[src/rtl/apb_pkg.sv]
// Shared APB type and width definitions for the master bridge and RAM slave.
package apb_pkg;

  // Master FSM states; the names line up with the slave's state enum.
  typedef enum logic [1:0] {
    IDLE   = 2'd0,
    SETUP  = 2'd1,
    ACCESS = 2'd2,
    RESP   = 2'd3
  } apb_mst_state_t;

  localparam int APB_ADDR_WD = 8;
  localparam int APB_DATA_WD = 32;

endpackage : apb_pkg

[src/rtl/apb_master_bridge.sv]
// Single-outstanding APB master: valid/ready command in, APB SETUP/ACCESS out,
// valid/ready response back. Optional ACCESS timeout enabled with the macro
// APB_MASTER_TIMEOUT_EN (abort after TIMEOUT_CYC wait cycles).
module apb_master_bridge
  import apb_pkg::*;
#(
  parameter int ADDR_WD     = APB_ADDR_WD,
  parameter int DATA_WD     = APB_DATA_WD,
  parameter int TIMEOUT_CYC = 16
) (
  input  logic               PCLK,
  input  logic               PRESETn,
  input  logic               cmd_valid,
  output logic               cmd_ready,
  input  logic               cmd_write,
  input  logic [ADDR_WD-1:0] cmd_addr,
  input  logic [DATA_WD-1:0] cmd_wdata,
  output logic               rsp_valid,
  input  logic               rsp_ready,
  output logic [DATA_WD-1:0] rsp_rdata,
  output logic               rsp_err,
  output logic               PSEL,
  output logic               PENABLE,
  output logic               PWRITE,
  output logic [ADDR_WD-1:0] PADDR,
  output logic [DATA_WD-1:0] PWDATA,
  input  logic [DATA_WD-1:0] PRDATA,
  input  logic               PREADY,
  input  logic               PSLVERR
);

  apb_mst_state_t     state_reg, state_next;
  logic               accept;
  logic               complete;
  logic               timeout_hit;
  logic               pwrite_reg;
  logic [ADDR_WD-1:0] paddr_reg;
  logic [DATA_WD-1:0] pwdata_reg;
  logic [DATA_WD-1:0] rsp_rdata_reg;
  logic               rsp_err_reg;

  // A timeout of zero cycles is meaningless; this block only exists to make
  // a bad parameter visible in the elaborated hierarchy.
  if (TIMEOUT_CYC < 1) begin : g_timeout_cyc_invalid
  end

  // State register; an async reset drops PSEL/PENABLE at once and discards
  // any in-flight command.
  always_ff @(posedge PCLK or negedge PRESETn) begin
    if (!PRESETn) begin
      state_reg <= IDLE;
    end else begin
      state_reg <= state_next;
    end
  end

  // Next-state decode plus the single-cycle accept/complete strobes.
  always_comb begin
    state_next = state_reg;
    accept     = 1'b0;
    complete   = 1'b0;
    case (state_reg)
      IDLE: begin
        if (cmd_valid) begin
          accept     = 1'b1;
          state_next = SETUP;
        end
      end
      SETUP: begin
        state_next = ACCESS;
      end
      ACCESS: begin
        if (PREADY) begin
          complete   = 1'b1;
          state_next = RESP;
        end else if (timeout_hit) begin
          state_next = RESP;
        end
      end
      RESP: begin
        if (rsp_ready) begin
          state_next = IDLE;
        end
      end
      default: begin
        state_next = IDLE;
      end
    endcase
  end

  // Command latch and response capture; PADDR/PWRITE/PWDATA only change on
  // accept so they hold their last values between transfers.
  always_ff @(posedge PCLK or negedge PRESETn) begin
    if (!PRESETn) begin
      pwrite_reg    <= 1'b0;
      paddr_reg     <= '0;
      pwdata_reg    <= '0;
      rsp_rdata_reg <= '0;
      rsp_err_reg   <= 1'b0;
    end else begin
      if (accept) begin
        pwrite_reg <= cmd_write;
        paddr_reg  <= cmd_addr;
        pwdata_reg <= cmd_write ? cmd_wdata : '0;
      end
      if (complete) begin
        rsp_rdata_reg <= pwrite_reg ? '0 : PRDATA;
        rsp_err_reg   <= PSLVERR;
      end else if (timeout_hit) begin
        rsp_rdata_reg <= '0;
        rsp_err_reg   <= 1'b1;
      end
    end
  end

`ifdef APB_MASTER_TIMEOUT_EN
  localparam int TO_W = $clog2(TIMEOUT_CYC + 1);

  logic [TO_W-1:0] to_cnt_reg;

  // Counts ACCESS wait cycles; restarted for every new command.
  always_ff @(posedge PCLK or negedge PRESETn) begin
    if (!PRESETn) begin
      to_cnt_reg <= '0;
    end else if (accept) begin
      to_cnt_reg <= '0;
    end else if ((state_reg == ACCESS) && !PREADY) begin
      to_cnt_reg <= to_cnt_reg + 1'b1;
    end
  end

  // Abort on the wait cycle that brings the count to TIMEOUT_CYC, so ACCESS
  // lasts exactly TIMEOUT_CYC cycles; PREADY in that cycle still wins.
  assign timeout_hit = (state_reg == ACCESS) && !PREADY &&
                       (to_cnt_reg == TO_W'(TIMEOUT_CYC - 1));
`else
  assign timeout_hit = 1'b0;
`endif

  // Moore-decoded handshake and APB control outputs.
  assign cmd_ready = (state_reg == IDLE) && PRESETn;
  assign rsp_valid = (state_reg == RESP);
  assign PSEL      = (state_reg == SETUP) || (state_reg == ACCESS);
  assign PENABLE   = (state_reg == ACCESS);
  assign PWRITE    = pwrite_reg;
  assign PADDR     = paddr_reg;
  assign PWDATA    = pwdata_reg;
  assign rsp_rdata = rsp_rdata_reg;
  assign rsp_err   = rsp_err_reg;

endmodule : apb_master_bridge

[config.mk]
export PLATFORM = sky130hd
export DESIGN_NAME = apb_master_bridge
export DESIGN_NICKNAME = d
export VERILOG_FILES = /design/src/rtl/apb_pkg.sv /design/src/rtl/apb_master_bridge.sv
export SDC_FILE = /design/constraint.sdc
export NUM_CORES = 1
export LEC_CHECK = 0
export BUFFER_PORTS_ARGS = -buffer_cell sky130_fd_sc_hd__buf_2
export CAP_MARGIN = 20
export CORE_UTILIZATION = 40
export DETAILED_ROUTE_END_ITERATION = 12
export PLACE_DENSITY = 0.71
export SYNTH_ARGS = -nofsm -noshare
export SYNTH_HDL_FRONTEND = slang
export SYNTH_SLANG_ARGS = --single-unit
[constraint.sdc]
create_clock -name PCLK -period 1.7 [get_ports PCLK]
set_input_delay 0.085 -clock PCLK [delete_from_list [all_inputs] [get_ports PCLK]]
set_output_delay 0.085 -clock PCLK [all_outputs]
set_load 0.05 [all_outputs]
## After elaboration in Yosys (flattened, before gate mapping)

Index checks and enable logic that the tools add are counted.

| cells by class | value |
|---|---|
| equality and inequality tests | 6 |
| multiplexer cells | 10 |
| reductions and logical operators | 4 |

Operators by type and width:

| operator | count |
|---|---|
| two-way mux 32 bit | 2 |
| case mux 2 bit (4 select lines) | 1 |
| two-way mux 2 bit | 3 |
| equality test 2 bit, second input constant | 2 |
| two-way mux 1 bit | 4 |
| != test 2 x 1 -> 1 bit, second input constant | 2 |
| AND reduction 3 bit | 1 |
| equality test 2 x 1 -> 1 bit, second input constant | 1 |
| zero test 2 bit | 1 |
| != test 2 bit, second input constant | 1 |
| logical AND 1 bit | 1 |
| logical OR 1 bit | 1 |

| word-level totals | value |
|---|---|
| register bits after elaboration | 76 |
| bits of input ports | 79 |
| output and inout port bits | 78 |

## Longest topological paths before layout

| logic depth | value |
|---|---|
| depth in word-level cells | 3 |
| mapped depth | 7 |

## Worst setup path after synthesis

No wires, ideal clock.

| timing | value |
|---|---|
| kind | register to register |
| start | register state_reg[0] |
| end | register state_reg[1] |
| library setup time | 128 ps |
| data arrival time | 1655 ps |
| data required time | 1572 ps |
| path slack | -83 ps |
| stages on the path, launching flop included | 5 |
| cell sequence | dfrtp_1 > inv_1 > ha_1 > a222oi_1 > mux2_1 |

| on the way | value |
|---|---|
| word-level cells in the longest chain between the ends | 3 |

Ends and longest elaborated chain:

| what | line | text |
|---|---|---|
| start, declared | apb_master_bridge.sv:32 | `apb_mst_state_t state_reg, state_next;` |
| start signal, assigned | apb_master_bridge.sv:53 | `state_reg <= state_next;` |
| equality test 2 bit * | -- |  |
| named net PENABLE | apb_master_bridge.sv:23 | `output logic PENABLE,` |
| != test 2 x 1 -> 1 bit (no source line) | -- |  |
| AND reduction 3 bit (no source line) | -- |  |

The timed path passes the listed nets; every way through them passes the cells marked *.
A chain may end at the register's enable or synchronous reset.

## Worst setup path after layout

| timing | value |
|---|---|
| start | register state_reg[0] |
| end | output port cmd_ready |

| on the way | value |
|---|---|
| word-level cells in the longest chain between the ends | 2 |

Ends and longest elaborated chain:

| what | line | text |
|---|---|---|
| zero test 2 bit | apb_master_bridge.sv:141 | `assign cmd_ready = (state_reg == IDLE) && PRESETn;` |
| logical AND 1 bit | apb_master_bridge.sv:141 |  |
| end, declared | apb_master_bridge.sv:14 | `output logic cmd_ready,` |

No other way between the ends.

==> metrics <==
status finished clean; combined area of all synthesized cells 3090 um2; Detail Placement HPWL 5220 um; Die X-Extent 90.0 um; Max Cap Violations 0; number of inserted diodes 0; clock tree from TritonCTS done; worst slew margin relative to its limit 60.0%; Bufs on Longest Clock Path 2; Root Buffer Master clkbuf_8; number of enable-type register cells in the synthesized netlist 0; leading cell types by total area after synthesis dfrtp_1, nand2_1, o21ai_0; total nets after synthesis approximately 400; most used standard cells in the synthesized netlist nand2_1, dfrtp_1, o21ai_0; antenna violations before repair 0; IO Pins 157; Yosys top cell by area dfrtp_1; share of the yosys chip area belonging to registers around three fifths; routability-driven placement congestion ratio a little over 0.8; number of H-tree branching levels 3; Inserted Clock Buffers 9; total negative setup slack 0 ns; final critical-path share of the clock period 95.4%; shortest clock period the worst path allows after layout 1.62 ns; launching element type of the critical path flip-flop; Reg power frac 30.3%; hold slack final 0.0176 ns; sum of buffers and inverters on the critical path 2; core area 7370 um2; number of register bits inferred by synthesis 76; Slew @ Worst Pin roughly 0.60 ns; setup violators final 0; post-CTS clock slew at the launch and capture registers of the worst setup and hold paths 0.07 ns; critical path's top delay family flip-flops; number of DRC markers after the initial detailed-route iteration 112; post-route worst setup slack 0.0782 ns; total DRC errors in the routed layout 0; worst setup path category flip-flop to output port; pin count of the biggest net entering global routing 77; worst hold path type input pin to flip-flop; stage delay of the slowest cell on the critical path 0.40 ns; Finished Cell Area around 4900 um2; clock share of power between 10% and 20%; share of cells above drive strength 1 36.3%; 1st-pass router iterations 4; effective utilization at floorplan 42.0%; Crit Path Max Fanout 4; number of synthesis warnings 0; Die Outline Area just over 8000 um2; Max IR drop VDD 0.000901 V; Finished Layout Cells between 600 and 700; Fmax achieved slightly above 600 MHz; floorplan row count 31; Die H about 90 um; mean instance size in the synthesized netlist approximately 9.8 um2; Placed Cells 561; total net switching power 5.26 mW; final core occ about two thirds; fraction of synthesis flops using an asynchronous set or reset pin 100%; endpoint class of the critical path output port; Synth Instances 315; number of routed nets with antenna violations 0; average wire length per cell after detail routing 13.2 um; Comb pwr share between 50% and 60%; worst clock skew 0.00620 ns; cell-by-cell trace of the critical path inv_1 > ha_1 > and2_1 > buf_2; cell type of the slowest stage on the worst timing path dfrtp_1; top-area cell type share of the netlist area ~61%; Clk Latency, worst-skew pair 0.33 ns; residual overflow from global routing 0; number of failing hold endpoints at the final stage 0; number of sinks handled by clock tree synthesis 76; Top FF cell, synth dfrtp_1; Unique masters post-synth 17; number of I/O port buffers 156; detailed-route via count just under 3000; setup slack of the worst register-to-register path 0.12 ns; Pwr Total roughly 10 mW; average vias per placed instance 4.61; most frequent cell after synthesis nand2_1; arrival time at the worst endpoint 1.54 ns; setup slack at placement 0.0425 ns; via count of the first global-routing pass slightly above 3000; area grow syn2layout 58.3%; placed standard-cell area 4050 um2; global-route wire length before repair 14100 um; number of slew-limit violations in the final report 0; fraction of power spent switching nets between 50% and 60%; Power Density about 2100 nW/um2; required time worst endpoint between 1.5 and 2 ns; net count of the finished layout a little over 600; Internal approximately 4.8 mW; leakage power of the design between 2 and 3 nW; total wire length 8450 um; GR Util All Layers a little over a fifth
-- timing repair --
item,CTS,global route
gates resized for setup,0,1
setup buffers,0,1
endpoints found under the hold margin,138,0
hold buffers,63,0
setup endpoints to repair,0,3
-- power by group through the flow --
stage	sequential, mW	combinational [mW]	clock [mW]
2_1_floorplan	5.72	1.47	0
3_3_place_gp	3.04	5.44	0
3_5_place_dp	3.08	5.53	0
4_1_cts	3.05	5.64	1.43
5_1_grt	3.17	5.99	1.50
6_report	3.07	5.66	1.38
-- cells by family (layout without fill, tap and decap cells) --
kind of cell	after synthesis	in the layout	share of synthesized area, %
DFF	76	76	61.5
adders and majority gates	4	4	1.62
and+or+nand+nor	132	132	18.7
muxes	12	12	4.33
AOI/OAI and AO/OA	65	65	10.7
buffers and inverters	26	253	3.23
-- worst register-to-register path: cells and delay by family, from the launching register on --
kind | cells | cell delay, ns
muxes | 1 | 0.37
adders and majority gates | 1 | 0.22
buffers and inverters | 1 | 0.09
AOI/OAI and AO/OA | 1 | 0.42
DFF | 1 | 0.37
-- cell usage in the layout (no fill, tap or decap) --
cell           instances
mux2i_1                1
clkbuf_8              11
a222oi_1               1
o21ai_1               21
buf_12                 3
nand2b_1              32
dlygate4sd3_1         63
inv_1                  4
inv_2                  1
dfrtp_1               76
nor2_1                 1
buf_4                 11
o21ai_0               43
clkinvlp_4             1
nand2_4                1
ha_2                   1
mux2_1                 1
bufinv_16              1
clkbuf_1               1
ha_1                   3
nand2_1               97
clkinv_2               2
and2_1                 1
mux2_2                10
buf_2                155
-- layout make-up --
cell class	instances	area [um2]
fillers	597	2470
multi-input cells	213	1100
clock buffers	12	155
repair buffers	232	1550
well taps	99	124
inverters	5	18.8
clock inverters	4	47.5
flip-flops and latches	76	1900
-- final timing paths --
path,startpoint,end,cells after the start
worst max-delay path,state_reg[0],cmd_ready,4
worst min-delay path,cmd_wdata[8],PWDATA[8],3
worst max register to register,state_reg[0],state_reg[1],4
worst min register to register,PWDATA[12],PWDATA[12],2
max in group asynchronous,PRESETn,PADDR[6],3
min in group asynchronous,PRESETn,PWDATA[24],3
-- per-layer routing --
| metal | GRT usage, % | part of all wire [%] |
|---|---|---|
| met1 | 25.0 | 42 |
| met2 | 39.6 | 51 |
| met3 | 4.91 | 5.7 |
| met4 | 9.27 | 1.4 |
| met5 | 0 | 0 |
Note: power is estimated with default switching activity, not from simulation.
